**src/rtl/apb_slave_if_pkg.sv**
```systemverilog
// Shared APB definitions: FSM state indices, one-hot state type and PPROT bit positions.
package apb_slave_if_pkg;

  localparam int STATE_IDLE = 0;
  localparam int STATE_REQ  = 1;
  localparam int STATE_RESP = 2;
  localparam int STATE_ERR  = 3;

  localparam int PROT_PRIV   = 0;
  localparam int PROT_NONSEC = 1;
  localparam int PROT_INSTR  = 2;

  typedef enum logic [3:0] {
    S_IDLE = 4'b0001 << STATE_IDLE,
    S_REQ  = 4'b0001 << STATE_REQ,
    S_RESP = 4'b0001 << STATE_RESP,
    S_ERR  = 4'b0001 << STATE_ERR
  } state_t;

endpackage

```
**src/rtl/apb_addr_decode.sv**
```systemverilog
// Combinational APB window decode: hit when the address is inside the window and
// aligned to the data bus width; offset is the address relative to the window base.
module apb_addr_decode #(
  parameter int                    ADDR_WIDTH  = 32,
  parameter int                    DATA_WIDTH  = 32,
  parameter logic [ADDR_WIDTH-1:0] BASE_ADDR   = '0,
  parameter int                    WINDOW_SIZE = 4096
) (
  input  logic [ADDR_WIDTH-1:0] addr,
  output logic                  hit,
  output logic [ADDR_WIDTH-1:0] offset
);

  localparam int                    WIN_BITS   = $clog2(WINDOW_SIZE);
  localparam logic [ADDR_WIDTH-1:0] ALIGN_MASK = ADDR_WIDTH'(DATA_WIDTH / 8 - 1);

  assign offset = addr - BASE_ADDR;

  // Addresses below the base wrap to a huge offset, so one upper-bit test bounds both ends.
  assign hit = (offset[ADDR_WIDTH-1:WIN_BITS] == '0) && ((addr & ALIGN_MASK) == '0);

endmodule

```
**src/rtl/apb_slave_if.sv**
```systemverilog
// APB completer: decodes a window and turns each transfer into a held request on the
// local port, inserting wait states until acknowledge, timeout or protocol error.
module apb_slave_if
  import apb_slave_if_pkg::*;
#(
  parameter int                        APB_DATA_WIDTH = 32,
  parameter int                        APB_ADDR_WIDTH = 32,
  parameter logic [APB_ADDR_WIDTH-1:0] BASE_ADDR      = '0,
  parameter int                        WINDOW_SIZE    = 4096,
  parameter int                        TIMEOUT_CYCLE  = 6
) (
  input  logic                          apb_clk_in,
  input  logic                          apb_rst_in,
  input  logic [APB_ADDR_WIDTH-1:0]     apb_addr_in,
  input  logic                          apb_psel_in,
  input  logic                          apb_penable_in,
  input  logic                          apb_write_in,
  input  logic [APB_DATA_WIDTH-1:0]     apb_wdata_in,
  input  logic [APB_DATA_WIDTH/8-1:0]   apb_strb_in,
  input  logic [2:0]                    apb_prot_in,
  output logic [APB_DATA_WIDTH-1:0]     apb_rdata_out,
  output logic                          apb_ready_out,
  output logic                          apb_slverr_out,
  output logic [APB_ADDR_WIDTH-1:0]     other_addr_out,
  output logic                          other_sel_out,
  output logic                          other_write_out,
  output logic [APB_DATA_WIDTH-1:0]     other_wdata_out,
  output logic [APB_DATA_WIDTH/8-1:0]   other_strb_out,
  output logic [2:0]                    other_prot_out,
  input  logic [APB_DATA_WIDTH-1:0]     other_rdata_in,
  input  logic                          other_ready_in,
  input  logic                          other_error_in
);

  localparam int CNT_W = $clog2(TIMEOUT_CYCLE + 1);

  state_t                    state;
  logic [CNT_W-1:0]          wait_cnt;
  logic [APB_ADDR_WIDTH-1:0] lat_addr;
  logic                      err_wait_access;
  logic                      dec_hit;
  logic [APB_ADDR_WIDTH-1:0] dec_offset;

  apb_addr_decode #(
    .ADDR_WIDTH  (APB_ADDR_WIDTH),
    .DATA_WIDTH  (APB_DATA_WIDTH),
    .BASE_ADDR   (BASE_ADDR),
    .WINDOW_SIZE (WINDOW_SIZE)
  ) u_decode (
    .addr   (apb_addr_in),
    .hit    (dec_hit),
    .offset (dec_offset)
  );

  always_ff @(posedge apb_clk_in) begin
    if (apb_rst_in) begin
      state           <= S_IDLE;
      wait_cnt        <= '0;
      lat_addr        <= '0;
      err_wait_access <= 1'b0;
      apb_rdata_out   <= '0;
      apb_ready_out   <= 1'b0;
      apb_slverr_out  <= 1'b0;
      other_addr_out  <= '0;
      other_sel_out   <= 1'b0;
      other_write_out <= 1'b0;
      other_wdata_out <= '0;
      other_strb_out  <= '0;
      other_prot_out  <= '0;
    end else begin
      case (state)
        S_IDLE: begin
          apb_ready_out  <= 1'b0;
          apb_slverr_out <= 1'b0;
          apb_rdata_out  <= '0;
          if (apb_psel_in && !apb_penable_in) begin
            lat_addr                    <= apb_addr_in;
            other_addr_out              <= dec_offset;
            other_write_out             <= apb_write_in;
            other_wdata_out             <= apb_wdata_in;
            other_strb_out              <= apb_write_in ? apb_strb_in : '0;
            other_prot_out[PROT_PRIV]   <= apb_prot_in[PROT_PRIV];
            other_prot_out[PROT_NONSEC] <= apb_prot_in[PROT_NONSEC];
            other_prot_out[PROT_INSTR]  <= apb_prot_in[PROT_INSTR];
            if (dec_hit) begin
              state         <= S_REQ;
              other_sel_out <= 1'b1;
              wait_cnt      <= '0;
            end else begin
              state           <= S_ERR;
              apb_ready_out   <= 1'b1;
              apb_slverr_out  <= 1'b1;
              err_wait_access <= 1'b1;
            end
          end else if (apb_psel_in && apb_penable_in) begin
            state           <= S_ERR;
            apb_ready_out   <= 1'b1;
            apb_slverr_out  <= 1'b1;
            err_wait_access <= 1'b1;
          end
        end

        S_REQ: begin
          wait_cnt <= wait_cnt + 1'b1;
          if (!apb_psel_in) begin
            // Master abandoned the transfer: withdraw silently.
            other_sel_out <= 1'b0;
            state         <= S_IDLE;
          end else if (apb_addr_in != lat_addr || apb_write_in != other_write_out) begin
            other_sel_out   <= 1'b0;
            state           <= S_ERR;
            apb_ready_out   <= 1'b1;
            apb_slverr_out  <= 1'b1;
            err_wait_access <= 1'b0;
          end else if (other_ready_in) begin
            other_sel_out  <= 1'b0;
            apb_rdata_out  <= other_write_out ? '0 : other_rdata_in;
            apb_slverr_out <= other_error_in;
            apb_ready_out  <= 1'b1;
            state          <= S_RESP;
          end else if (wait_cnt == CNT_W'(TIMEOUT_CYCLE - 1)) begin
            other_sel_out   <= 1'b0;
            state           <= S_ERR;
            apb_ready_out   <= 1'b1;
            apb_slverr_out  <= 1'b1;
            err_wait_access <= 1'b0;
          end
        end

        S_RESP: begin
          apb_ready_out  <= 1'b0;
          apb_slverr_out <= 1'b0;
          apb_rdata_out  <= '0;
          state          <= S_IDLE;
        end

        S_ERR: begin
          // A decode error raised at setup must stay visible until the access phase is seen.
          if (!err_wait_access || apb_penable_in || !apb_psel_in) begin
            apb_ready_out   <= 1'b0;
            apb_slverr_out  <= 1'b0;
            err_wait_access <= 1'b0;
            state           <= S_IDLE;
          end
        end

        default: begin
          state          <= S_IDLE;
          other_sel_out  <= 1'b0;
          apb_ready_out  <= 1'b0;
          apb_slverr_out <= 1'b0;
          apb_rdata_out  <= '0;
        end
      endcase
    end
  end

endmodule

```
**config.mk**
```make
export PLATFORM = sky130hd
export DESIGN_NAME = apb_slave_if
export DESIGN_NICKNAME = d
export VERILOG_FILES = /design/src/rtl/apb_slave_if_pkg.sv /design/src/rtl/apb_addr_decode.sv /design/src/rtl/apb_slave_if.sv
export SDC_FILE = /design/constraint.sdc
export NUM_CORES = 1
export LEC_CHECK = 0
export BUFFER_PORTS_ARGS = -buffer_cell sky130_fd_sc_hd__buf_2
export CAP_MARGIN = 20
export CORE_ASPECT_RATIO = 2
export CORE_MARGIN = 2
export CORE_UTILIZATION = 50
export CTS_CLUSTER_SIZE = 28
export DETAILED_ROUTE_END_ITERATION = 10
export GPL_TIMING_DRIVEN = 0
export MAX_ROUTING_LAYER = met4
export PLACE_DENSITY = 0.8
export SLEW_MARGIN = 20
export SYNTH_ARGS = -nofsm -noshare
export SYNTH_HDL_FRONTEND = slang
export SYNTH_HIERARCHICAL = 1
export SYNTH_SLANG_ARGS = --single-unit
```
**constraint.sdc**
```tcl
create_clock -name apb_clk_in -period 2.85 [get_ports apb_clk_in]
set_clock_uncertainty 0.1 [all_clocks]
set_input_delay 0.285 -clock apb_clk_in [delete_from_list [all_inputs] [get_ports apb_clk_in]]
set_output_delay 0.285 -clock apb_clk_in [all_outputs]
set_load 0.05 [all_outputs]
```
* After elaboration in Yosys (flattened, before gate mapping)
Cells that the tools add are included.
Storage, ports and cells: logic and storage cells 100, bits of input ports 110, register bits after elaboration 115, output and inout bits 107
Cells by class: reduce and logical (&&, ||, !) cells 21, bitwise operators 2, equality and inequality tests 19, $add $sub $neg 1, multiplexer cells 45
Operator list (count):
- 2-to-1 mux 32 bit | 4
- one-hot mux 32 bit (2 select lines) | 1
- 2-to-1 mux 4 bit | 9
- logical NOT 32 bit | 1
- inequality test 32 bit | 1
- 2-to-1 mux 1 bit | 23
- logical NOT 20 bit | 1
- inequality test 2 bit (second input constant) | 6
- inequality test 3 bit (second input constant) | 4
- one-hot mux 1 bit (3 select lines) | 4
- one-hot mux 4 bit (3 select lines) | 1
- AND reduction 3 bit | 3
- AND reduction 4 bit | 2
- AND reduction 7 bit | 1
- 2-to-1 mux 3 bit | 2
- one-hot mux 3 bit (2 select lines) | 1
- inequality test 5 bit (second input constant) | 1
- equality test 4 x 1 -> 1 bit (second input constant) | 1
- equality test 4 x 2 -> 1 bit (second input constant) | 1
- equality test 4 x 3 -> 1 bit (second input constant) | 1
- equality test 4 bit (second input constant) | 1
- inequality test 4 bit (second input constant) | 1
- adder 3 x 1 -> 3 bit (second input constant) | 1
- equality test 3 bit (second input constant) | 1
- other kinds (9) | 16

* Depth between registers and ports, before layout
Gate-level depths: netlist of run 1.
depth after elaboration 6, gate-level depth with buffers 8, mapped depth without buffers 8

* Cells and area by module
The synthesis of run 1 kept the hierarchy.
Modules (own cells, without submodules):
- apb_slave_if | times used 1, area each 5866.9 µm², cells each 715, sequential area each 2942.8 µm²
- apb_addr_decode | times used 1, area each 291.5 µm², cells each 39, sequential area each 0.0 µm²

* Least setup slack after synthesis of run 1
No wires, ideal clock.
kind reg-to-reg, from register other_write_out, to register apb_rdata_out[0], path slack 0.520 ns, data arrival time 2.158 ns, setup time 0.072 ns, stages on the path, launching flop included 9, path buffers 2, clock period less this slack 2.330 ns, data required time 2.678 ns, cells stage by stage dfxtp_1 > xor2_1 > nor4_1 > nand4_1 > nor3_4 > and4b_1 > buf_6 > buf_12 > mux2i_1
Between the ends: word-level cells in the longest chain between the ends 5, elaborated cells on any way between the ends 9, those cells by class 2 x eq/ne; 5 x mux; 2 x reduce/logical
RTL lines:
- start, declared | line apb_slave_if.sv:26 | output logic other_write_out,
- start signal, assigned | line apb_slave_if.sv:79 | other_write_out <= apb_write_in;
- 2-to-1 mux 32 bit | line apb_slave_if.sv:117 | apb_rdata_out <= other_write_out ? '0 : other_rdata_in;
- 2-to-1 mux 32 bit | line apb_slave_if.sv:115 | end else if (other_ready_in) begin
- 2-to-1 mux 32 bit | line apb_slave_if.sv:109 | end else if (apb_addr_in != lat_addr || apb_write_in != other_write_out) begin
- 2-to-1 mux 32 bit | line apb_slave_if.sv:105 | if (!apb_psel_in) begin
- one-hot mux 32 bit (2 select lines) | line apb_slave_if.sv:71 | case (state)
- end signal, assigned | line apb_slave_if.sv:117
- end, declared | line apb_slave_if.sv:21 | output logic [APB_DATA_WIDTH-1:0] apb_rdata_out,
Several ways; a longest one is shown, not always the timed one. The select of a mux whose other input is x is not followed. A chain may end at the register's enable or synchronous reset.

* Final worst setup path of run 1
from register other_write_out, to register apb_rdata_out[12]
The elaborated chain is that of the path after synthesis.

==> results of run 1 <==
==> logic make-up after synthesis <==
logic type | count (synthesis) | synth area share
flip-flops | 147 | 0.478
adder cells (fa/ha/maj) | 2 | 0.00406
multiplexers | 32 | 0.0520
buffers and inverters | 83 | 0.0811
AND/OR/NAND/NOR | 329 | 0.228
XOR/XNOR | 35 | 0.0498
AO/OA/AOI/OAI | 126 | 0.107
==> registers in the layout, summed over array words and instances, names as in the netlist <==
signal           flops
apb_rdata_out       32
lat_addr            32
other_addr_out      32
other_wdata_out     32
other_strb_out       4
state                4
other_prot_out       3
wait_cnt             3
apb_ready_out        1
apb_slverr_out       1
err_wait_access      1
other_sel_out        1
other_write_out      1
==> metrics by stage <==
stage,setup slack (ps),instances,area (µm²)
after floorplan,520,754,6160
after global placement,219,1115,7410
after detailed placement,212,1115,7410
after CTS,303,1179,8310
after global routing,242,1181,8310
final,325,1181,8310
==> path summary, 6_finish.rpt <==
check,from,end
worst max register to register,other_write_out,apb_rdata_out[12]
worst max-delay path,other_write_out,apb_rdata_out[12]
worst min-delay path,other_rdata_in[3],apb_rdata_out[3]
worst min register to register,other_addr_out[2],other_addr_out[2]
==> cells in the mapped netlist (2+ instances only) <==
cell      number  area, µm²
xor2_1        32        280
xnor2_1        3       26.3
a31oi_1        3       18.8
inv_1          2       7.51
buf_4         32        240
nor2b_1        3       18.8
nand2b_1       4       25.0
a21oi_1      109        546
nor4_2         2       25.0
ha_1           2       25.0
clkbuf_1      35        131
buf_2          9       45.0
mux2i_1       32        320
o21ai_1        2       10.0
nand2_1      281       1050
dfxtp_1      147       2940
o21ai_0        3       15.0
or4_1          2       15.0
nor4_1        11       68.8
buf_12         3       60.1
nand4_1        3       18.8
nor2_1         5       18.8
and4b_1        2       20.0
nand3_1        8       40.0
==> cell type report <==
cell class,count,area [µm²],area share
clock inverters,15,150,0.0181
well taps,147,184,0.0221
flip-flops and latches,147,2940,0.354
diodes,2,5.00,0.000602
multi-input cells,524,2720,0.327
repair buffers,246,1390,0.167
plain buffers,80,488,0.0587
clock buffers,17,425,0.0512
inverters,3,11.3,0.00135
==> layout by cell type (no fill, tap or decap), types with 4 or more instances in the layout <==
| cell type | instances |
|---|---|
| buf_4 | 32 |
| xor2_1 | 32 |
| clkinv_4 | 5 |
| clkbuf_16 | 17 |
| dfxtp_1 | 147 |
| dlygate4sd3_1 | 32 |
| nand2b_1 | 4 |
| clkbuf_1 | 35 |
| nand3_1 | 8 |
| mux2i_1 | 32 |
| nor4_1 | 11 |
| nand2_1 | 281 |
| nor2_1 | 5 |
| buf_2 | 223 |
| a21oi_1 | 109 |
==> where the power goes <==
part | internal, mW | switching [mW]
logic | 0.227 | 0.426
clock network | 1.22 | 0.948
registers | 2.13 | 0.0421
==> what timing repair did <==
action / in CTS / in global routing
setup buffers: 0 / 0
endpoints found under the hold margin: 32 / 0
hold buffers: 32 / 0
==> per-layer routing <==
metal  GRT usage  up-vias  wire (µm)
met4       0.166        0        935
li1            -     2977          -
met5           -        -          0
met2       0.520      235      10200
met3      0.0562       62        956
met1       0.257     2750       5980
==> critical path, stage by stage (launching register included) <==
cell     delay (ps)
dfxtp_1         360
xor2_1          200
nor4_1          440
nand4_1         230
nor3_4          370
and4b_1         260
buf_6           150
buf_12          150
mux2i_1         190
==> key figures, run 1 <==
Timing
  • Final Hold Violating Endpoints: 0
  • TNS Setup: 0 ps
  • Hold WS: 7.53 ps
  • Slew HR: 0.538
  • Final setup fails: 0
  • Final worst-path cycle share: 0.886
  • Worst-margin pin slew: slightly below 700 ps
  • Final Slew Violations: 0
  • RSZ-0062 raised after global routing: false
  • Min cycle time layout: approximately 2500 ps
  • Max Freq: 396 MHz

Power and ir drop
  • Max IR drop VDD: 570 µV
  • Total power: 4.99 mW
  • Leakage power: around 3.6 nW
  • Power Density: 601 nW/µm²

Routing
  • Drt drc: 0
  • Avg WL per Cell: 15.3 µm
  • Via density: 5.10
  • Count of routing violations after the opening detailed-route iteration: about 260
  • Remaining antenna violation count: 0
  • Via count: approximately 6,000
  • Total Wirelength: 18,100 µm
  • Initial DRT Pass Iterations: 5

Floorplanning
  • Die Area: 13,300 µm²
  • Floorplan core area: between 10,000 and 15,000 µm²
  • Die Ht: 161 µm
  • Std cell rows: 57
  • Die Span X: 82.5 µm
  • Top Ports: 217
  • Initial core utilization: 0.511

Logic synthesis
  • Mapped Cells: 754
  • Synthesized area per cell: roughly 8.2 µm²
  • Seq/Total Area, Yosys: 0.478
  • FF+latch count, synth: 147
  • Mapped Area: 6160 µm²
  • Post-Syn Nets: 866
  • EDFF count, synth: 0
  • Synth unique cells: 43
  • Asr flop ratio synth: 0
  • Warnings from Yosys: 6
  • Main synth FF type: dfxtp_1

Global route
  • Global-route wire length before repair: 28,200 µm
  • Initial antenna violation count: 2
  • Number of global-route vias before repair: 5,941
  • Total track usage: 0.285
  • GRT overflow: 0
  • Largest net degree at the start of global routing: 17

Worst setup path
  • Path type of the worst setup path: register to register
  • Worst setup SP type: register
  • Worst R2R Setup Slack: 320 ps
  • FF-to-FF path depth: 8
  • Setup crit end kind: register
  • Worst path arrival time: roughly 2800 ps
  • Worst-path maximum fanout: 10
  • Worst Path Required: 3090 ps

Final layout
  • Post-layout util: 0.690
  • Ratio of cells with drive above 1 in the final layout: 0.290
  • Layout fillers: 992
  • Fin nets: 1,131
  • Area growth from synthesis to layout: 35.0%

Flow run
  • Total of max-cap violations: 0

Place
  • HPWL after DPL: 13,500 µm
  • Port-buffer cells: 214
  • GP Congestion: between 0.8 and 0.9

Clocking
  • Reg clk slew, reported paths: 70 ps
  • CTS Sinks: approximately 150
  • TritonCTS Buffers: 17
  • Cts repair resizes: 0
  • CTS HTree Levels: 4
  • Worst skew pair latency: 420 ps
  • CTS max path bufs: 2
  • CTS tree: built
  • Root Buffer: clkbuf_16

Min path
  • Min-delay worst type: primary input to register
  • Worst Hold Depth: 3

Outcome
  • Status: finished clean
Power figures use the tool's default switching activity.
==> run 2: changes to the inputs <==
--- a/config.mk
+++ b/config.mk
@@ -10,6 +10,7 @@
 export CORE_ASPECT_RATIO = 2
 export CORE_MARGIN = 2
 export CORE_UTILIZATION = 50
+export CTS_BUF_LIST = sky130_fd_sc_hd__clkbuf_8
 export CTS_CLUSTER_SIZE = 28
 export DETAILED_ROUTE_END_ITERATION = 10
 export GPL_TIMING_DRIVEN = 0
==> run 2 against run 1 <==
Effect of this change: sequential power about the same; global-route usage rose by 1.9 points; utilization up 2.7 points; worst hold slack improved by 17 ps; sequential share of layout area down 1.3 points; die area stayed put; routed wire length is 7.2% higher; critical path type is now primary input to register; largest cell class unchanged.
==> key figures, run 2 (synthesis results as in run 1) <==
Floorplanning
  • Die Ht: 161 µm
  • Die Area: between 10,000 and 15,000 µm²
  • Initial core utilization: 0.511
  • Floorplan core area: 12,100 µm²
  • Top Ports: 217
  • Std cell rows: 57
  • Die Span X: around 82 µm

Worst setup path
  • Worst setup SP type: primary input
  • Path type of the worst setup path: primary input to register
  • Setup crit end kind: register
  • Worst path arrival time: 2940 ps
  • Worst Path Required: 3120 ps
  • Worst-path maximum fanout: 10

Routing
  • Initial DRT Pass Iterations: 5
  • Remaining antenna violation count: 0
  • Total Wirelength: 19,400 µm
  • Via density: 5.10
  • Avg WL per Cell: 15.7 µm
  • Count of routing violations after the opening detailed-route iteration: 285
  • Drt drc: 0
  • Via count: 6,282

Global route
  • Total track usage: 0.304
  • GRT overflow: 0
  • Largest net degree at the start of global routing: 17
  • Number of global-route vias before repair: 6,403
  • Global-route wire length before repair: ~30,000 µm
  • Initial antenna violation count: 1

Timing
  • Slew HR: 0.533
  • RSZ-0062 raised after global routing: false
  • Final Hold Violating Endpoints: 0
  • Hold WS: 24.5 ps
  • Final Slew Violations: 0
  • Worst-margin pin slew: between 600 and 700 ps
  • Max Freq: 374 MHz
  • Final worst-path cycle share: 0.937
  • Min cycle time layout: 2670 ps
  • TNS Setup: 0 ps
  • Final setup fails: 0

Place
  • GP Congestion: 0.838
  • HPWL after DPL: 13,500 µm
  • Port-buffer cells: 214

Final layout
  • Fin nets: 1,183
  • Area growth from synthesis to layout: 40.3%
  • Ratio of cells with drive above 1 in the final layout: 0.276
  • Commonest non-fill, non-tap cell in the layout: nand2_1
  • Most frequent cells in the layout: nand2_1, buf_2, dfxtp_1, a21oi_1, dlygate4sd3_1

Clocking
  • TritonCTS Buffers: 17
  • CTS HTree Levels: 4
  • CTS tree: built
  • Setup Buffers After CTS: 0
  • CTS Sinks: 147
  • Worst skew pair latency: around 450 ps
  • Root Buffer: clkbuf_8
  • CTS max path bufs: 2
  • Reg clk slew, reported paths: 90 ps

Outcome
  • Status: finished clean

Power and ir drop
  • Max IR drop VDD: 500 µV
  • Leakage power: between 3 and 4 nW
  • Power Density: 517 nW/µm²

Flow run
  • Total of max-cap violations: 0

Min path
  • Min-delay worst type: primary input to register
==> run 2: cell count changes in the layout (fill, tap and decap cells not counted) <==
cell / previous run / this run
dlygate4sd3_1: 32 / 84
clkbuf_16: 17 / 0
clkbuf_8: 0 / 17
diode_2: 2 / 1
==> run 2: worst paths after layout <==
| path | startpoint | endpoint | slack, ps | cells past startpoint |
|---|---|---|---|---|
| setup / recovery | apb_addr_in[20] | apb_rdata_out[28] | 180 | 10 |
| hold / removal | apb_addr_in[3] | lat_addr[3] | 20 | 3 |
| setup reg to reg | other_write_out | apb_rdata_out[28] | 290 | 8 |
| hold reg to reg | other_strb_out[1] | other_strb_out[1] | 350 | 2 |
==> run 2: per-stage QoR <==
stage	std cells	worst slack, ps	power, mW	util	cell area [µm²]
global placement	1115	219	2.82	0.615	7410
floorplan	754	520	2.60	-	6160
detailed placement	1115	212	2.83	0.615	7410
global route	1232	77.1	4.64	0.717	8640
CTS	1231	276	4.49	0.717	8640
finish	1232	178	4.47	0.717	8640
==> run 2: layout make-up <==
type	instances	area (µm²)
Sequential cell	147	2940
Antenna cell	1	2.50
Tap cell	147	184
Buffer	80	488
Multi-Input combinational cell	524	2720
Clock inverter	15	150
Timing Repair Buffer	298	1910
Fill cell	950	3410
Clock buffer	17	234
Inverter	3	11.3
==> run 2: report_power, final <==
group / total [mW] / switching, mW / internal, mW / leakage [nW]
combinational: 0.714 / 0.440 / 0.273 / 2.37
sequential: 2.17 / 0.0424 / 2.12 / 1.19
clock: 1.59 / 0.874 / 0.713 / 0.187
total: 4.47 / 1.36 / 3.11 / 3.75
==> run 2: routing by layer <==
metal  track usage  part of all wire  routed length (µm)
met3        0.0562             0.047                 918
met1         0.265              0.33                6480
met4         0.196             0.054                1050
met5             -                 0                   0
met2         0.558              0.56               10900
==> run 2: repair_timing <==
action                                 CTS  global route
hold buffers                            84             0
gates resized for setup                  0             0
endpoints found under the hold margin   84             0
==> run 2: critical path, cell delays in order <==
cell           delay [ps]
dlygate4sd3_1         520
buf_2                 140
xor2_1                150
nor4_1                510
nand4_1               220
nor3_4                320
and4b_1               260
buf_6                 150
buf_12                150
mux2i_1               230
